### config.mk
export PLATFORM = sky130hd
export DESIGN_NAME = hs_rx
export DESIGN_NICKNAME = d
export VERILOG_FILES = /design/src/rtl/hs_pkg.sv /design/src/rtl/sync_chain.sv /design/src/rtl/hs_rx.sv
export SDC_FILE = /design/constraint.sdc
export NUM_CORES = 1
export LEC_CHECK = 0
export ABC_AREA = 1
export BUFFER_PORTS_ARGS = -buffer_cell sky130_fd_sc_hd__buf_4
export CAP_MARGIN = 5
export CORE_MARGIN = 2
export CORE_UTILIZATION = 50
export DETAILED_ROUTE_END_ITERATION = 7
export GPL_ROUTABILITY_DRIVEN = 0
export PLACE_DENSITY = 0.82
export SETUP_SLACK_MARGIN = 0.02
export SYNTH_ARGS = -nofsm -noshare
export SYNTH_HDL_FRONTEND = slang
export SYNTH_SLANG_ARGS = --single-unit
export TNS_END_PERCENT = 20
### constraint.sdc
create_clock -name CK -period 1.4 [get_ports CK]
set_clock_uncertainty 0.05 [all_clocks]
set_input_delay 0.07 -clock CK [delete_from_list [all_inputs] [get_ports CK]]
set_output_delay 0.07 -clock CK [all_outputs]
set_load 0.01 [all_outputs]
### src/rtl/hs_pkg.sv
// rtl/hs_pkg.sv - shared types and bounds for the hs_rx handshake receiver
package hs_pkg;

    typedef enum logic [1:0] {
        IDLE = 2'd0,
        HOLD = 2'd1,
        ACK  = 2'd2
    } hs_state_t;

    localparam int SYNC_STAGES_MIN = 2;
    localparam int SYNC_STAGES_MAX = 4;

endpackage

### src/rtl/sync_chain.sv
// rtl/sync_chain.sv - plain flop chain bringing an asynchronous level into the CK domain
module sync_chain
    import hs_pkg::*;
#(
    parameter int SYNC_STAGES = 2
) (
    input  logic CK,
    input  logic RS,
    input  logic d,
    output logic q
);

    if (SYNC_STAGES < SYNC_STAGES_MIN || SYNC_STAGES > SYNC_STAGES_MAX) begin : g_bad_stages
        $error("sync_chain: SYNC_STAGES out of range");
    end

    logic [SYNC_STAGES-1:0] ff;

    // Formal runs swap these flops for metastability-modelling cells; keep them bare.
    always_ff @(posedge CK or negedge RS) begin
        if (!RS) begin
            ff <= '0;
        end else begin
            ff <= {ff[SYNC_STAGES-2:0], d};
        end
    end

    assign q = ff[SYNC_STAGES-1];

endmodule

### src/rtl/hs_rx.sv
// rtl/hs_rx.sv - four-phase req/ack receive endpoint presenting bundled data on valid/ready
module hs_rx
    import hs_pkg::*;
#(
    parameter int WIDTH       = 8,
    parameter int SYNC_STAGES = 2,
    parameter int CNT_W       = 16
) (
    input  logic             CK,
    input  logic             RS,
    input  logic             req_a,
    input  logic [WIDTH-1:0] data_a,
    output logic             ack,
    output logic             out_valid,
    input  logic             out_ready,
    output logic [WIDTH-1:0] out_data,
    output logic [CNT_W-1:0] xfer_cnt,
    output logic             proto_err
);

    logic      req_s;
    hs_state_t state;
    hs_state_t state_next;

    sync_chain #(
        .SYNC_STAGES(SYNC_STAGES)
    ) u_sync (
        .CK (CK),
        .RS (RS),
        .d  (req_a),
        .q  (req_s)
    );

    always_comb begin
        state_next = state;
        case (state)
            IDLE:    if (req_s)     state_next = HOLD;
            HOLD:    if (out_ready) state_next = ACK;
            ACK:     if (!req_s)    state_next = IDLE;
            default:                state_next = IDLE;
        endcase
    end

    always_ff @(posedge CK or negedge RS) begin
        if (!RS) begin
            state <= IDLE;
        end else begin
            state <= state_next;
        end
    end

    // data_a is only trusted in the capture cycle, where the sender's bundling guarantees stability.
    always_ff @(posedge CK or negedge RS) begin
        if (!RS) begin
            out_data  <= '0;
            xfer_cnt  <= '0;
            proto_err <= 1'b0;
        end else begin
            if (state == IDLE && req_s) begin
                out_data <= data_a;
            end
            if (state == HOLD && out_ready) begin
                xfer_cnt <= xfer_cnt + CNT_W'(1);
            end
            if (state == HOLD && !req_s) begin
                proto_err <= 1'b1;
            end
        end
    end

    // Both outputs decode straight from the state flops, so out_ready never reaches ack combinationally.
    assign ack       = (state == ACK);
    assign out_valid = (state == HOLD);

endmodule

==> out/qor.yml, run 1 <==
final_nets: 206
worstPathRequired_ns: 1.56
start_util_pct: 52.95
fin_crit_ns: 1.296
synth.top_cell.area_share_pct: 54.82
layout.cells.non_filler: 224
vias: 1120
dieArea_sq_um: 3075
hold_viol_final: 0
io_pins: 39
area_growth_pct: 43.38
worstSkewPairLatency_ns: 0.32
end_kind: "register"
period_share_pct: 92.58
power.switching_fraction_pct: 32.10
pwr-share-seq_pct: 40.5
overflow: 0
setup_ws_ns: 0.1039
switching_power_uw: 978.6
p_clk_share_pct: 23.1
ys_seq_area_share_pct: 54.82
ys_ff_latch: 29
arrival_ns: 1.45
synthFlopType: "dfrtp_1"
grt_max_degree: 30
port_buffers: 38
cp_max_fo: 4
routed_wl_um: 2778
ys_async_sr_fraction_pct: 100.0
grtUsageTotal_pct: 19.30
tightest_slew_ns: 0.3605
cts.sinks: 29
p_per_area_nw_per_um2: 1606
multiInputGateArea_sq_um: 550.5
cts_buffers: 5
drc: 0
slew_violations: 0
drive_gt1_share_pct: 38.66
antennaDiodeCount: 0
peakVddDrop_v: 0.001242
p_comb_share_pct: 36.4
h-tree-depth: 2
die_w_um: 55.46
clock_path_buffers: 2
cts_tree: "built"
grt_pass1_wl_um: 4643
synth-edff-count: 0
rsz0062_at_grt: "yes"
synth_area_sq_um: 1324
wire_per_inst_um: 12.40
placement.cell_area_sq_um: 1669
yosysMostFrequentCell: "nand2_1"
outcome: "completed"
internal_power_mw: 2.070
cts_root_buffer: "clkbuf_4"
reg2regPathDepth: 6
p_leak_nw: 0.9485
fmax_mhz: 771.6
finalSetupViolations: 0
routed_via_density: 5.000
synthTopCellsByArea: "dfrtp_1 (55%), nand2_1 (9.6%), mux2_2 (6.8%)"
slew_headroom_pct: 75.97
final_area_sq_um: 1898
final-seq-area_sq_um: 728.2
synth_cell_types: 21
synth_top_area_cell: "dfrtp_1"
grt_pass1_vias: 1076
dp_hpwl_um: 2010
netlist_instances: 132
first_pass_iters: 4
avgSynthCellArea_sq_um: 10.03
max_cap_violations: 0
antenna_found_initial: 0
holdCritPathClass: "in -> async"
synth_commonest_cells: "nand2_1 (34), dfrtp_1 (29), inv_1 (16)"
clkTransAtPathRegs_ns: 0.10
worstSetupStartpointType: "register"
path_class: "reg -> reg"
dieHeight_um: 55.46
dp.cells: 203
ys_warn_count: 0
drt_iter0_drc: 35
fillers: 157
dp_slack_ns: 0.02271
syn_nets: 145
ant_nets: 0
num_rows: 18
coreArea_sq_um: 2500
[final cells by class]
class	count	area share, %
flip-flops and latches	29	38.37
multi-input cells	86	29.00
repair buffers	54	22.81
inverters	17	3.362
clock buffers	7	2.900
well taps	30	1.978
clock inverters	1	1.582
[kinds of logic after synthesis]
logic type,after synthesis,share of synthesized area [%]
compound gates,4,1.890
simple gates,65,25.43
fa+ha+maj,1,0.9450
flops,29,54.82
xor+xnor,8,5.293
mux,8,6.806
buf+inv,17,4.820
[state kept, by name, indices dropped and copies added (netlist names)]
name	count
proto_err	1
out_data	8
xfer_cnt	16
u_sync.ff	2
state	2
[metal layers]
metal	vias to the layer above	wire [um]	part of all wire, %	GRT usage, %
met1	527	1204	43	23.80
met4	0	44	1.6	7.666
met3	6	140	5.0	7.026
met2	39	1389	50	30.78
met5	-	0	0	0
li1	548	-	-	-
[what timing repair did]
item	in CTS	in global routing
endpoints found under the hold margin	39	0
setup buffers	0	2
endpoints found under the setup margin	1	6
hold buffers	11	0
resized for setup	1	8
pin swaps	0	0
[layout by cell type, fill, tap and decap left out]
cell / Yosys / routed
buf_4: 0 / 43
bufinv_16: 0 / 1
clkbuf_1: 0 / 1
clkbuf_4: 0 / 5
clkbuf_8: 0 / 1
dfrtp_1: 29 / 27
dfrtp_2: 0 / 2
dlygate4sd3_1: 0 / 11
ha_1: 1 / 1
inv_1: 16 / 15
inv_2: 1 / 2
mux2_2: 8 / 8
nand2_1: 34 / 32
nand2_2: 1 / 3
nand2_4: 2 / 2
nand3_1: 4 / 4
nand3b_1: 1 / 1
nand4_1: 9 / 9
nor2_1: 7 / 5
nor2_2: 2 / 4
nor2_4: 2 / 2
nor2_8: 1 / 1
nor3_1: 1 / 1
nor3_4: 0 / 1
o21ai_0: 2 / 1
o21ai_1: 0 / 1
o21bai_1: 2 / 2
xnor2_1: 5 / 5
xor2_1: 3 / 3
[metrics by stage]
stage | hold slack [ns] | setup TNS (ns) | total power [mW] | util, %
floorplan | -0.2756 | 0 | 1.765 | -
global placement | -0.04117 | 0 | 2.244 | 66.77
detailed placement | -0.03734 | 0 | 2.284 | 66.77
CTS | 0.1433 | 0 | 3.025 | 74.67
global route | 0.1464 | -0.04366 | 3.246 | 75.93
finish | 0.1329 | 0 | 3.049 | 75.93
[final timing paths]
path	from	endpoint	slack (ns)
worst max-delay path	xfer_cnt[1]	xfer_cnt[14]	0.10
worst min-delay path	RS	xfer_cnt[3]	0.13
worst max register to register	xfer_cnt[1]	xfer_cnt[14]	0.10
worst min register to register	u_sync.ff[0]	u_sync.ff[1]	0.31
max in group asynchronous	RS	xfer_cnt[5]	0.88
min in group CK	u_sync.ff[0]	u_sync.ff[1]	0.31
[worst max-delay path, stage by stage (launching register included)]
cell and delay, ns:
dfrtp_1 0.41, ha_1 0.19, nand2_1 0.09, nor3_4 0.17, nand4_1 0.14, nand2_1 0.09
nand2_1 0.05
[power groups by stage]
stage               registers (mW)  clock network (mW)  logic (mW)
floorplan                     1.32                   0       0.446
global placement              1.23                   0        1.01
detailed placement            1.24                   0        1.04
CTS                           1.23               0.729        1.07
global route                  1.27               0.773        1.20
finish                        1.23               0.705        1.11
(Power assumes the default switching activity.)
==> run 2, diff against run 1 <==
--- a/config.mk
+++ b/config.mk
@@ -6,9 +6,8 @@
 export NUM_CORES = 1
 export LEC_CHECK = 0
 export ABC_AREA = 1
-export BUFFER_PORTS_ARGS = -buffer_cell sky130_fd_sc_hd__buf_4
+export BUFFER_PORTS_ARGS = -buffer_cell sky130_fd_sc_hd__buf_2
 export CAP_MARGIN = 5
-export CORE_MARGIN = 2
 export CORE_UTILIZATION = 50
 export DETAILED_ROUTE_END_ITERATION = 7
 export GPL_ROUTABILITY_DRIVEN = 0
==> run 2 against run 1 <==
Non-clock buffer count grew 6. Critical path type unchanged. Largest power group unchanged. Count of clock-buffer cells in the layout fell by 1. Global-route usage increased by 1.8 points. Cell count increased by 2.7%. Register-to-register slack lost 0.06 ns. Hold slack improved by 0.11 ns. Critical path depth is the same.
==> out/qor.yml, run 2 (synthesis results as in run 1) <==
hold_viol_final: 0
p_per_area_nw_per_um2: 1551
cts_buffers: 5
area_growth_pct: 37.81
dieArea_sq_um: 2857
fmax_mhz: 737.9
peakVddDrop_v: 0.001244
slew_headroom_pct: 59.33
grtUsageTotal_pct: 21.08
io_pins: 39
largest_reg_flops: 16
holdCritPathClass: "in -> async"
path_class: "reg -> reg"
num_rows: 18
drt_iter0_drc: 23
wire_per_inst_um: 12.68
dp_hpwl_um: 1873
antennaDiodeCount: 0
vias: 1175
grt_pass1_vias: 1038
grt_pass1_wl_um: 4257
first_pass_iters: 4
final_nets: 212
worstSetupStartpointType: "register"
routed_via_density: 5.109
dieHeight_um: 53.46
cts.sinks: 29
clkTransAtPathRegs_ns: 0.09
fin_util_pct: 72.97
worstPathRequired_ns: 1.56
drc: 0
die_w_um: 53.46
end_kind: "register"
routed_wl_um: 2917
p_leak_nw: 0.9404
finalSetupViolations: 0
period_share_pct: 96.80
drive_gt1_share_pct: 41.00
cp_max_fo: 3
antenna_found_initial: 0
tightest_slew_ns: 0.6100
worstSkewPairLatency_ns: 0.31
top_regs: "xfer_cnt (16), out_data (8)"
arrival_ns: 1.51
regMostFlops: "xfer_cnt"
port_buffers: 38
cts_tree: "built"
h-tree-depth: 2
fin_crit_ns: 1.355
tns_ns: 0
slew_violations: 0
ant_nets: 0
rsz0062_at_grt: "yes"
grt_max_degree: 30
layout_commonest_cell: "buf_2"
start_util_pct: 52.95
outcome: "completed"
max_cap_violations: 0
overflow: 0
cts_root_buffer: "clkbuf_4"
coreArea_sq_um: 2500
clock_path_buffers: 2
final_cell_mix: "buf_2 (38), nand2_1 (31), dfrtp_1 (28)"
-- run 2: final cells by class --
class / count / area [sq um]
Clock buffer: 6 / 41.29
Clock inverter: 2 / 10.01
Fill cell: 166 / 675.6
Inverter: 17 / 63.81
Multi-Input combinational cell: 86 / 558.0
Sequential cell: 29 / 726.9
Tap cell: 30 / 37.54
Timing Repair Buffer: 60 / 386.6
-- run 2: timing repair --
| action | 4_1_cts | 5_1_grt |
|---|---|---|
| resized for setup | 0 | 11 |
| endpoints found under the setup margin | 0 | 6 |
| setup buffers | 0 | 10 |
| hold buffers | 11 | 0 |
| hold endpoints to repair | 39 | 0 |
-- run 2: stage by stage --
stage          setup WS [ns]  hold slack, ns  area [sq um]  std cells  total power, mW
6_report             0.04484          0.2399          1824        230            2.829
5_1_grt             -0.06368          0.3311          1824        230            2.977
4_1_cts              0.04243          0.2696          1728        221            2.602
3_5_place_dp         0.06388         0.07331          1567        202            2.114
3_3_place_gp          0.1235         0.06602          1567        202            2.078
2_1_floorplan        0.03924         -0.2756          1324        132            1.765
-- run 2: path summary, 6_finish.rpt --
| path | slack, ns | depth (start not counted) | start | end |
|---|---|---|---|---|
| worst max-delay path | 0.04 | 6 | xfer_cnt[0] | xfer_cnt[8] |
| worst min-delay path | 0.24 | 2 | RS | xfer_cnt[2] |
| worst max register to register | 0.04 | 6 | xfer_cnt[0] | xfer_cnt[8] |
| worst min register to register | 0.32 | 0 | u_sync.ff[0] | u_sync.ff[1] |
| max in group asynchronous | 0.62 | 2 | RS | xfer_cnt[5] |
| min in group CK | 0.32 | 0 | u_sync.ff[0] | u_sync.ff[1] |
-- run 2: per-layer routing --
metal  GRT usage, %  vias up  share of wire [%]
met5              0        -                  0
met4          6.579        0                1.4
met3          6.322        5                6.5
met2          35.63       48                 51
met1          25.36      559                 41
li1               -      563                  -
-- run 2: worst max-delay path: stages, from the launching register on --
cell     delay (ns)
dfrtp_1        0.39
ha_2           0.22
nand2_2        0.07
nor3_4         0.23
nand2_2        0.09
o21ai_1        0.14
nand2_1        0.06
-- run 2: where the power goes --
group	switching, mW	internal, mW	leakage [nW]
sequential	0.164	1.06	0.348
clock	0.276	0.191	0.0320
combinational	0.581	0.560	0.560
total	1.02	1.81	0.940
